<file path="src/rtl/outer_product_mac_pkg.sv">
// outer_product_mac_pkg: FSM state encoding and the accumulator width check shared by the MAC array.
package outer_product_mac_pkg;
    typedef enum logic [1:0] {ACCUM, DRAIN, HOLD} state_t;

    function automatic bit acc_width_ok(int iw, int ww, int aw);
        return aw >= iw + ww;
    endfunction
endpackage

</file>
<file path="src/rtl/outer_product_mac_if.sv">
// outer_product_mac_if: beat input and result output handshakes of the outer-product MAC.
interface outer_product_mac_if #(
    parameter int DIM_A        = 4,
    parameter int DIM_C        = 4,
    parameter int INPUT_WIDTH  = 8,
    parameter int WEIGHT_WIDTH = 8,
    parameter int ACC_WIDTH    = 24
);
    logic                                          in_valid;
    logic                                          in_ready;
    logic                                          in_last;
    logic [DIM_A-1:0][INPUT_WIDTH-1:0]             in_a;
    logic [DIM_C-1:0][WEIGHT_WIDTH-1:0]            in_w;
    logic                                          out_valid;
    logic                                          out_ready;
    logic [DIM_C-1:0][DIM_A-1:0][ACC_WIDTH-1:0]    out_acc;
    logic                                          out_sat;

    modport master (output in_valid, in_last, in_a, in_w, out_ready,
                    input  in_ready, out_valid, out_acc, out_sat);
    modport slave  (input  in_valid, in_last, in_a, in_w, out_ready,
                    output in_ready, out_valid, out_acc, out_sat);
endinterface

</file>
<file path="src/rtl/outer_product_mac_cell.sv">
// opm_cell: one product register plus accumulator (load / add, clamping when ACC_SAT_EN is defined).
module opm_cell #(
    parameter int IW = 8,
    parameter int WW = 8,
    parameter int AW = 24
) (
    input  logic          clk,
    input  logic          rst,
    input  logic          take,
    input  logic          p_v,
    input  logic          first,
    input  logic [IW-1:0] a,
    input  logic [WW-1:0] w,
`ifdef ACC_SAT_EN
    output logic          clamp,
`endif
    output logic [AW-1:0] acc
);
    logic [IW+WW-1:0] mul;
    logic [AW-1:0]    prod_q, prod_d, acc_q, acc_d;

    always_comb begin
        mul    = {{WW{1'b0}}, a} * {{IW{1'b0}}, w};
        prod_d = take ? AW'(mul) : prod_q;
`ifdef ACC_SAT_EN
        // One extra bit exposes the carry so an overflowing add pins at all-ones.
        clamp = 1'b0;
        acc_d = acc_q;
        if (p_v) begin
            logic [AW:0] sum;
            sum   = {1'b0, acc_q} + {1'b0, prod_q};
            clamp = !first && sum[AW];
            acc_d = first ? prod_q : (sum[AW] ? '1 : sum[AW-1:0]);
        end
`else
        acc_d = p_v ? (first ? prod_q : acc_q + prod_q) : acc_q;
`endif
    end

    always_ff @(posedge clk or posedge rst)
        if (rst) begin
            prod_q <= '0;
            acc_q  <= '0;
        end else begin
            prod_q <= prod_d;
            acc_q  <= acc_d;
        end

    assign acc = acc_q;
endmodule

</file>
<file path="src/rtl/outer_product_mac.sv">
// outer_product_mac: pipelined, handshaked outer-product multiply-accumulate over beat groups.
// Defining ACC_SAT_EN makes cells clamp on overflow and drives the sticky out_sat flag.
module outer_product_mac
    import outer_product_mac_pkg::*;
#(
    parameter int DIM_A        = 4,
    parameter int DIM_C        = 4,
    parameter int INPUT_WIDTH  = 8,
    parameter int WEIGHT_WIDTH = 8,
    parameter int ACC_WIDTH    = 24
) (
    input logic              clk,
    input logic              rst,
    outer_product_mac_if.slave bus
);
    if (!acc_width_ok(INPUT_WIDTH, WEIGHT_WIDTH, ACC_WIDTH)) begin : g_width_err
        $error("ACC_WIDTH must be at least INPUT_WIDTH+WEIGHT_WIDTH");
    end

    state_t state_q, state_d;
    logic   first_q, first_d, p_v_q, p_v_d;
    logic   accept, hs;
    logic [DIM_C-1:0][DIM_A-1:0][ACC_WIDTH-1:0] acc;

    always_comb begin
        bus.in_ready  = state_q == ACCUM;
        bus.out_valid = state_q == HOLD;
        accept        = bus.in_valid && bus.in_ready;
        hs            = bus.out_valid && bus.out_ready;
        p_v_d         = accept;
        first_d       = hs ? 1'b1 : (p_v_q ? 1'b0 : first_q);
        state_d       = state_q == ACCUM ? ((accept && bus.in_last) ? DRAIN : ACCUM) :
                        state_q == DRAIN ? HOLD :
                        (bus.out_ready ? ACCUM : HOLD);
    end

    always_ff @(posedge clk or posedge rst)
        if (rst) begin
            state_q <= ACCUM;
            first_q <= 1'b1;
            p_v_q   <= 1'b0;
        end else begin
            state_q <= state_d;
            first_q <= first_d;
            p_v_q   <= p_v_d;
        end

`ifdef ACC_SAT_EN
    logic [DIM_C-1:0][DIM_A-1:0] clamp;
    logic                        sat_q, sat_d;

    always_comb sat_d = hs ? 1'b0 : (sat_q || (|clamp));

    always_ff @(posedge clk or posedge rst)
        if (rst) sat_q <= 1'b0;
        else     sat_q <= sat_d;

    assign bus.out_sat = sat_q;
`else
    assign bus.out_sat = 1'b0;
`endif

    for (genvar i = 0; i < DIM_C; i++) begin : g_row
        for (genvar j = 0; j < DIM_A; j++) begin : g_col
            opm_cell #(.IW(INPUT_WIDTH), .WW(WEIGHT_WIDTH), .AW(ACC_WIDTH)) u_cell (
                .clk   (clk),
                .rst   (rst),
                .take  (accept),
                .p_v   (p_v_q),
                .first (first_q),
                .a     (bus.in_a[j]),
                .w     (bus.in_w[i]),
`ifdef ACC_SAT_EN
                .clamp (clamp[i][j]),
`endif
                .acc   (acc[i][j])
            );
        end
    end

    assign bus.out_acc = acc;
endmodule

</file>
<file path="src/flat_wrapper.sv">
// flat-port wrapper written by rule: the top's interface ports become plain ports
module outer_product_mac_flat import outer_product_mac_pkg::*;
#(
    parameter int DIM_A        = 4,
    parameter int DIM_C        = 4,
    parameter int INPUT_WIDTH  = 8,
    parameter int WEIGHT_WIDTH = 8,
    parameter int ACC_WIDTH    = 24
)
  (clk, rst, bus_in_valid, bus_in_last, bus_in_a, bus_in_w, bus_out_ready, bus_in_ready, bus_out_valid, bus_out_acc, bus_out_sat);
  outer_product_mac_if #(.DIM_A(DIM_A), .DIM_C(DIM_C), .INPUT_WIDTH(INPUT_WIDTH), .WEIGHT_WIDTH(WEIGHT_WIDTH), .ACC_WIDTH(ACC_WIDTH)) bus_i ();
  input logic clk;
  input logic rst;
  input wire logic [$bits(bus_i.in_valid)-1:0] bus_in_valid;
  input wire logic [$bits(bus_i.in_last)-1:0] bus_in_last;
  input wire logic [$bits(bus_i.in_a)-1:0] bus_in_a;
  input wire logic [$bits(bus_i.in_w)-1:0] bus_in_w;
  input wire logic [$bits(bus_i.out_ready)-1:0] bus_out_ready;
  output wire logic [$bits(bus_i.in_ready)-1:0] bus_in_ready;
  output wire logic [$bits(bus_i.out_valid)-1:0] bus_out_valid;
  output wire logic [$bits(bus_i.out_acc)-1:0] bus_out_acc;
  output wire logic [$bits(bus_i.out_sat)-1:0] bus_out_sat;
  assign bus_i.in_valid = bus_in_valid;
  assign bus_i.in_last = bus_in_last;
  assign bus_i.in_a = bus_in_a;
  assign bus_i.in_w = bus_in_w;
  assign bus_i.out_ready = bus_out_ready;
  assign bus_in_ready = bus_i.in_ready;
  assign bus_out_valid = bus_i.out_valid;
  assign bus_out_acc = bus_i.out_acc;
  assign bus_out_sat = bus_i.out_sat;
  outer_product_mac #(.DIM_A(DIM_A), .DIM_C(DIM_C), .INPUT_WIDTH(INPUT_WIDTH), .WEIGHT_WIDTH(WEIGHT_WIDTH), .ACC_WIDTH(ACC_WIDTH)) u_core (.clk(clk), .rst(rst), .bus(bus_i));
endmodule
</file>
<file path="config.mk">
export PLATFORM = sky130hd
export DESIGN_NAME = outer_product_mac_flat
export DESIGN_NICKNAME = d
export VERILOG_FILES = /design/src/rtl/outer_product_mac_pkg.sv /design/src/rtl/outer_product_mac_if.sv /design/src/rtl/outer_product_mac_cell.sv /design/src/rtl/outer_product_mac.sv /design/src/flat_wrapper.sv
export SDC_FILE = /design/constraint.sdc
export NUM_CORES = 2
export LEC_CHECK = 0
export ABC_AREA = 1
export CAP_MARGIN = 20
export CORE_MARGIN = 5
export CORE_UTILIZATION = 30
export CTS_CLUSTER_DIAMETER = 150
export DETAILED_ROUTE_END_ITERATION = 8
export GPL_ROUTABILITY_DRIVEN = 0
export HOLD_SLACK_MARGIN = 0.03
export PLACE_DENSITY = 0.58
export SETUP_SLACK_MARGIN = 0.02
export SYNTH_ARGS = -nofsm -noshare
export SYNTH_HDL_FRONTEND = slang
export SYNTH_SLANG_ARGS = --single-unit
</file>
<file path="constraint.sdc">
create_clock -name clk -period 24.8 [get_ports clk]
set_input_delay 2.48 -clock clk [delete_from_list [all_inputs] [get_ports clk]]
set_output_delay 2.48 -clock clk [all_outputs]
set_load 0.02 [all_outputs]
</file>
# Yosys cells after proc, flatten, opt, wreduce, memory -nomap -nowiden
# Cells that the tools add are included.
# word_totals
register_bits,644
out_inout_bits,387
elab_cells,96
# classes
addsub,16
multipliers,16
n_eq_ne,2
n_mux,22
n_reduce_logical,5
# ops
cell,count
24-bit by 16-bit adder with 24-bit output,16
24-bit two-way mux,16
8-bit by 8-bit multiplier with 16-bit output,16
2-bit two-way mux,3
1-bit logical AND,3
1-bit two-way mux,3
2-bit by 1-bit == test with 1-bit output (second input constant),1
2-bit == test (second input constant),1
2-bit zero test,1
2-bit nonzero test,1

# Logic depth before layout (Yosys ltp)
# depth
word_depth,5
ltp_mapped,21
mapped_depth_nobuf,20

# Cells and area by module
# A second synthesis with hierarchy kept.
# hier_totals
cells_unflattened,12422
hier_area_um2,83523.9
# by_module_without_submodules
module,n_inst,cells_each,area_each_um2,seq_area_each_um2
opm_cell at u_core.g_row[2].g_col[1].u_cell ...,6,775,5216.3,1001.0
opm_cell at u_core.g_row[0].g_col[0].u_cell ...,6,774,5187.5,1001.0
opm_cell at u_core.g_row[0].g_col[1].u_cell,1,778,5290.1,1001.0
opm_cell at u_core.g_row[3].g_col[3].u_cell,1,775,5223.8,1001.0
opm_cell at u_core.g_row[1].g_col[3].u_cell,1,780,5221.3,1001.0
opm_cell at u_core.g_row[2].g_col[0].u_cell,1,776,5192.5,1001.0
outer_product_mac,1,19,173.9,101.3

# Least setup slack after synthesis
# Ideal clock, no wire load.
# synth_path
path_type,in2reg
from,input bus_in_a[29]
to,register u_core.g_row[1].g_col[3].u_cell.prod_q[12]
arrival_ns,5.900
path_slack_ns,18.782
path_stages,17
cell_sequence,clkbuf_1 nand2_1 fa_1 fa_1 inv_1 fa_1 inv_1 fa_1 inv_1 ha_1 a21o_1 nand2_1 nand3_1 nand3_1 nand3_1 nand3_1 nand2_1
# synth_via
elab_chain_cells,1
# synth_rtl
item,line_no,source
from (decl),flat_wrapper.sv:16,input wire logic [$bits(bus_i.in_a)-1:0] bus_in_a;
8-bit by 8-bit multiplier with 16-bit output,outer_product_mac_cell.sv:23,"mul = {{WW{1'b0}}, a} * {{IW{1'b0}}, w};"
to (signal assigned),outer_product_mac_cell.sv:45,prod_q <= prod_d;
to (decl),outer_product_mac_cell.sv:20,"logic [AW-1:0] prod_q, prod_d, acc_q, acc_d;"
# No other way between the ends.
# A chain may end at the register's enable or synchronous reset.

# Worst setup path after layout
# layout_path
from,input bus_in_a[21]
to,register u_core.g_row[1].g_col[2].u_cell.prod_q[15]
# layout_via
elab_chain_cells,1
# layout_rtl
item,line_no
8-bit by 8-bit multiplier with 16-bit output,outer_product_mac_cell.sv:23
to (signal assigned),outer_product_mac_cell.sv:45
to (decl),outer_product_mac_cell.sv:20
# No other way between the ends.

==> run metrics <==
DPL Wire Length 210,000 µm; final core utilization 0.343; syn avg cell area 6.63 µm²; vias 75,300; mux contribution to synthesized area 0; largest family of logic cells by synthesized area simple AND/OR/NAND/NOR gates; Finished Layout Cells 16,100; CP dominant cell by count fa_1; Max Freq 0.156 GHz; HP Start u_core.state_q[1]; Crit Path Max Fanout 32; reg2reg start u_core.p_v_q; Synth Area in Simple Gates 0.290; worst reg2reg endpoint u_core.g_row[1].g_col[1].u_cell.acc[2]; Yosys reg bits roughly 640; Inserted Clock Buffers 83; Routed Antenna Nets 0; top_reg_cell synth dfrtp_1; crit-path leading delay family adder cells; cells on worst reg2reg path 9; post-layout min period 6.40 ns; die width 529 µm; synthesized cell area 0.0809 mm²; All-Layer GR Usage 0.194; setup_tns 0 ns; Unique masters post-synth 35; CTS tree built; synthesized net count 13,700; Syn Inst Count 12,200; adder-cell share of the synthesized area 0.275; antenna violations before repair 49; Final Hold Fails 0; Hold Path Depth 1; # hold bufs at CTS 0; static leakage power 0.0545 µW; actual slew at the worst max-slew pin 1.12 ns; fraction of layout cells with a size suffix above 1 0.0268; Worst Path Required 25.42 ns; Core Area 0.268 mm²; Clk pwr share 0.128; Slew HR 0.251; Clock H-tree levels 3; crit path kind in2reg; Net Sw Frac 0.542; first-pass GRT wire length 430,000 µm; Area growth, synth to finish 13.5%; maximum buffer depth of the clock tree 3; Synth Area in XOR/XNOR 0.0106; Post-Place Cells 15,900; Detailed Route Iter0 Violations 5,740; skew final approximately 0.053 ns; IO buf count 454; Crit. End Element flip-flop; drt wl/cell around 17 µm; switching pwr 5590 µW; period utilisation layout 0.258; P per Cell Area approximately 110 mW/mm²; CP Cell Sequence clkdlybuf4s50_1, buf_4, nand2_1, inv_1, fa_1, fa_1, fa_1, inv_1, fa_1, inv_1, ha_1, a21oi_1, nor2_1, o21ai_0, nand4_1, nand3_1, nand2_1; final setup vio count 0; vias per inst 4.68; CP Data Arrival Time roughly 7.0 ns; routed wire length between 200,000 and 300,000 µm; Combinational Power Share 0.677; Die H 529 µm; Num Clock Sinks about 640; slowest CP cell fa_1; I/O Pins 456; R2R setup slack about 21 ns; Worst path max stage delay between 0.5 and 0.6 ns; CTS Root Cell clkbuf_16; Setup crit start kind input port; pins over their slew limit 0; largest net degree at the start of global routing 131; DRT Pass-1 Iters 6; complex-gate fraction of the synthesized area 0.0761; synth warn 0; Max-Cap Viols 0; CP Buf/Inv Count 5; HP Class reg2reg; sequential share of the synthesized area 0.199; WHS Endpoint u_core.state_q[1]; Seq pwr share 0.195; Initial Util 0.302; grt ovf 0; row cnt 190; Pint ~4700 µW; status completed; Die ar. 0.280 mm²; Post-synth ARST share 1.00; Worst-path clk slew 0.06 ns; nets 13,900; post-CTS setup buffer count 0; Post-synth EDFFs 0; worst skew pair latency roughly 0.73 ns; vias in the first global route 72,100; post-CTS sizing 0; Residual DRC 0; VDD IR-drop max 0.0000556 V; unrepaired setup endpoints after global routing false
sequential cells by signal, indices dropped and copies added, names as in the netlist:
| register | count |
|---|---|
| u_core.g_row.g_col.u_cell.prod_q | 256 |
| u_core.g_row.g_col.u_cell.acc | 384 |
| u_core.p_v_q | 1 |
| u_core.first_q | 1 |
| u_core.state_q | 2 |
layout by cell type, fill, tap and decap left out, types with 84 or more instances in the layout:
master	synthesis	routed
ha_1	832	832
nor2_1	662	662
clkbuf_16	0	84
clkdlybuf4s50_1	0	419
dfrtp_1	643	642
fa_1	592	592
a21oi_1	514	514
buf_4	3	89
nand3_1	808	808
o21ai_0	374	374
nand4_1	95	95
xnor2_1	98	98
inv_1	2772	2770
nand2_1	3990	3988
metal layers:
metal	vias up	track usage	part of all wire
met5	-	0	0.00068
met4	32	0.0491	0.026
met3	284	0.0420	0.073
met2	1832	0.299	0.42
met1	35500	0.276	0.48
li1	37700	-	-
synth_stat cells (all sizes together), types with 20 or more instances:
cell	number	area (µm²)
nand2	3990	15000
nand3	808	4040
nor3	83	415
and2	40	250
buf	135	696
o211ai	51	383
o221ai	40	350
fa	592	11900
nor4	32	400
nand4	95	594
inv	2775	10400
o21bai	54	405
o22ai	24	150
dfrtp	643	16100
ha	832	10400
xnor2	98	858
or2	29	181
a21o	20	150
o21ai	392	1960
nor2	664	2500
clkbuf	249	935
a31oi	28	175
a21oi	514	2570
cells by family after synthesis:
family / after synthesis
simple gates: 5757
other cells: 1
fa+ha+maj: 1424
buf+inv: 3159
compound gates: 1124
xor+xnor: 98
flops: 644
layout make-up:
class | instances | area [µm²]
clock inverter | 36 | 519
multi-input combinational | 8404 | 52800
sequential | 644 | 16100
clock buffer | 114 | 2380
fill | 29100 | 176000
antenna | 28 | 70.1
inverter | 2775 | 10400
tap | 3552 | 4440
timing repair buffer | 546 | 5100
per-stage QoR:
step | setup WS (ns) | instance area, µm² | power (µW) | hold slack, ns
floorplan | 4.28 | 80900 | 6750 | 0.461
global placement | 17.75 | 88900 | 8900 | 0.478
detailed placement | 17.71 | 88900 | 8940 | 0.488
CTS | 18.50 | 91800 | 10300 | 0.496
global route | 18.13 | 91800 | 11400 | 0.534
finish | 18.40 | 91900 | 10300 | 0.502
worst max path at each step:
stage,startpoint,slack [ns],to,cells after the start
after floorplan,rst,4.28,u_core.g_row[0].g_col[0].u_cell.acc[0],1
after global placement,bus_in_w[26],17.75,u_core.g_row[3].g_col[1].u_cell.prod_q[13],18
after detailed placement,bus_in_a[21],17.71,u_core.g_row[1].g_col[2].u_cell.prod_q[15],17
after CTS,bus_in_a[21],18.50,u_core.g_row[1].g_col[2].u_cell.prod_q[13],17
after global routing,bus_in_a[21],18.13,u_core.g_row[1].g_col[2].u_cell.prod_q[13],17
final,bus_in_a[21],18.40,u_core.g_row[1].g_col[2].u_cell.prod_q[15],17
power groups by stage:
stage	clock [µW]	combinational [µW]	sequential, µW
2_1_floorplan	0	4730	2020
3_3_place_gp	0	6890	2020
6_report	1320	6980	2020
3_5_place_dp	0	6920	2020
5_1_grt	1390	7940	2050
4_1_cts	1350	6960	2010
No activity file was read; power rests on OpenSTA's default activity.
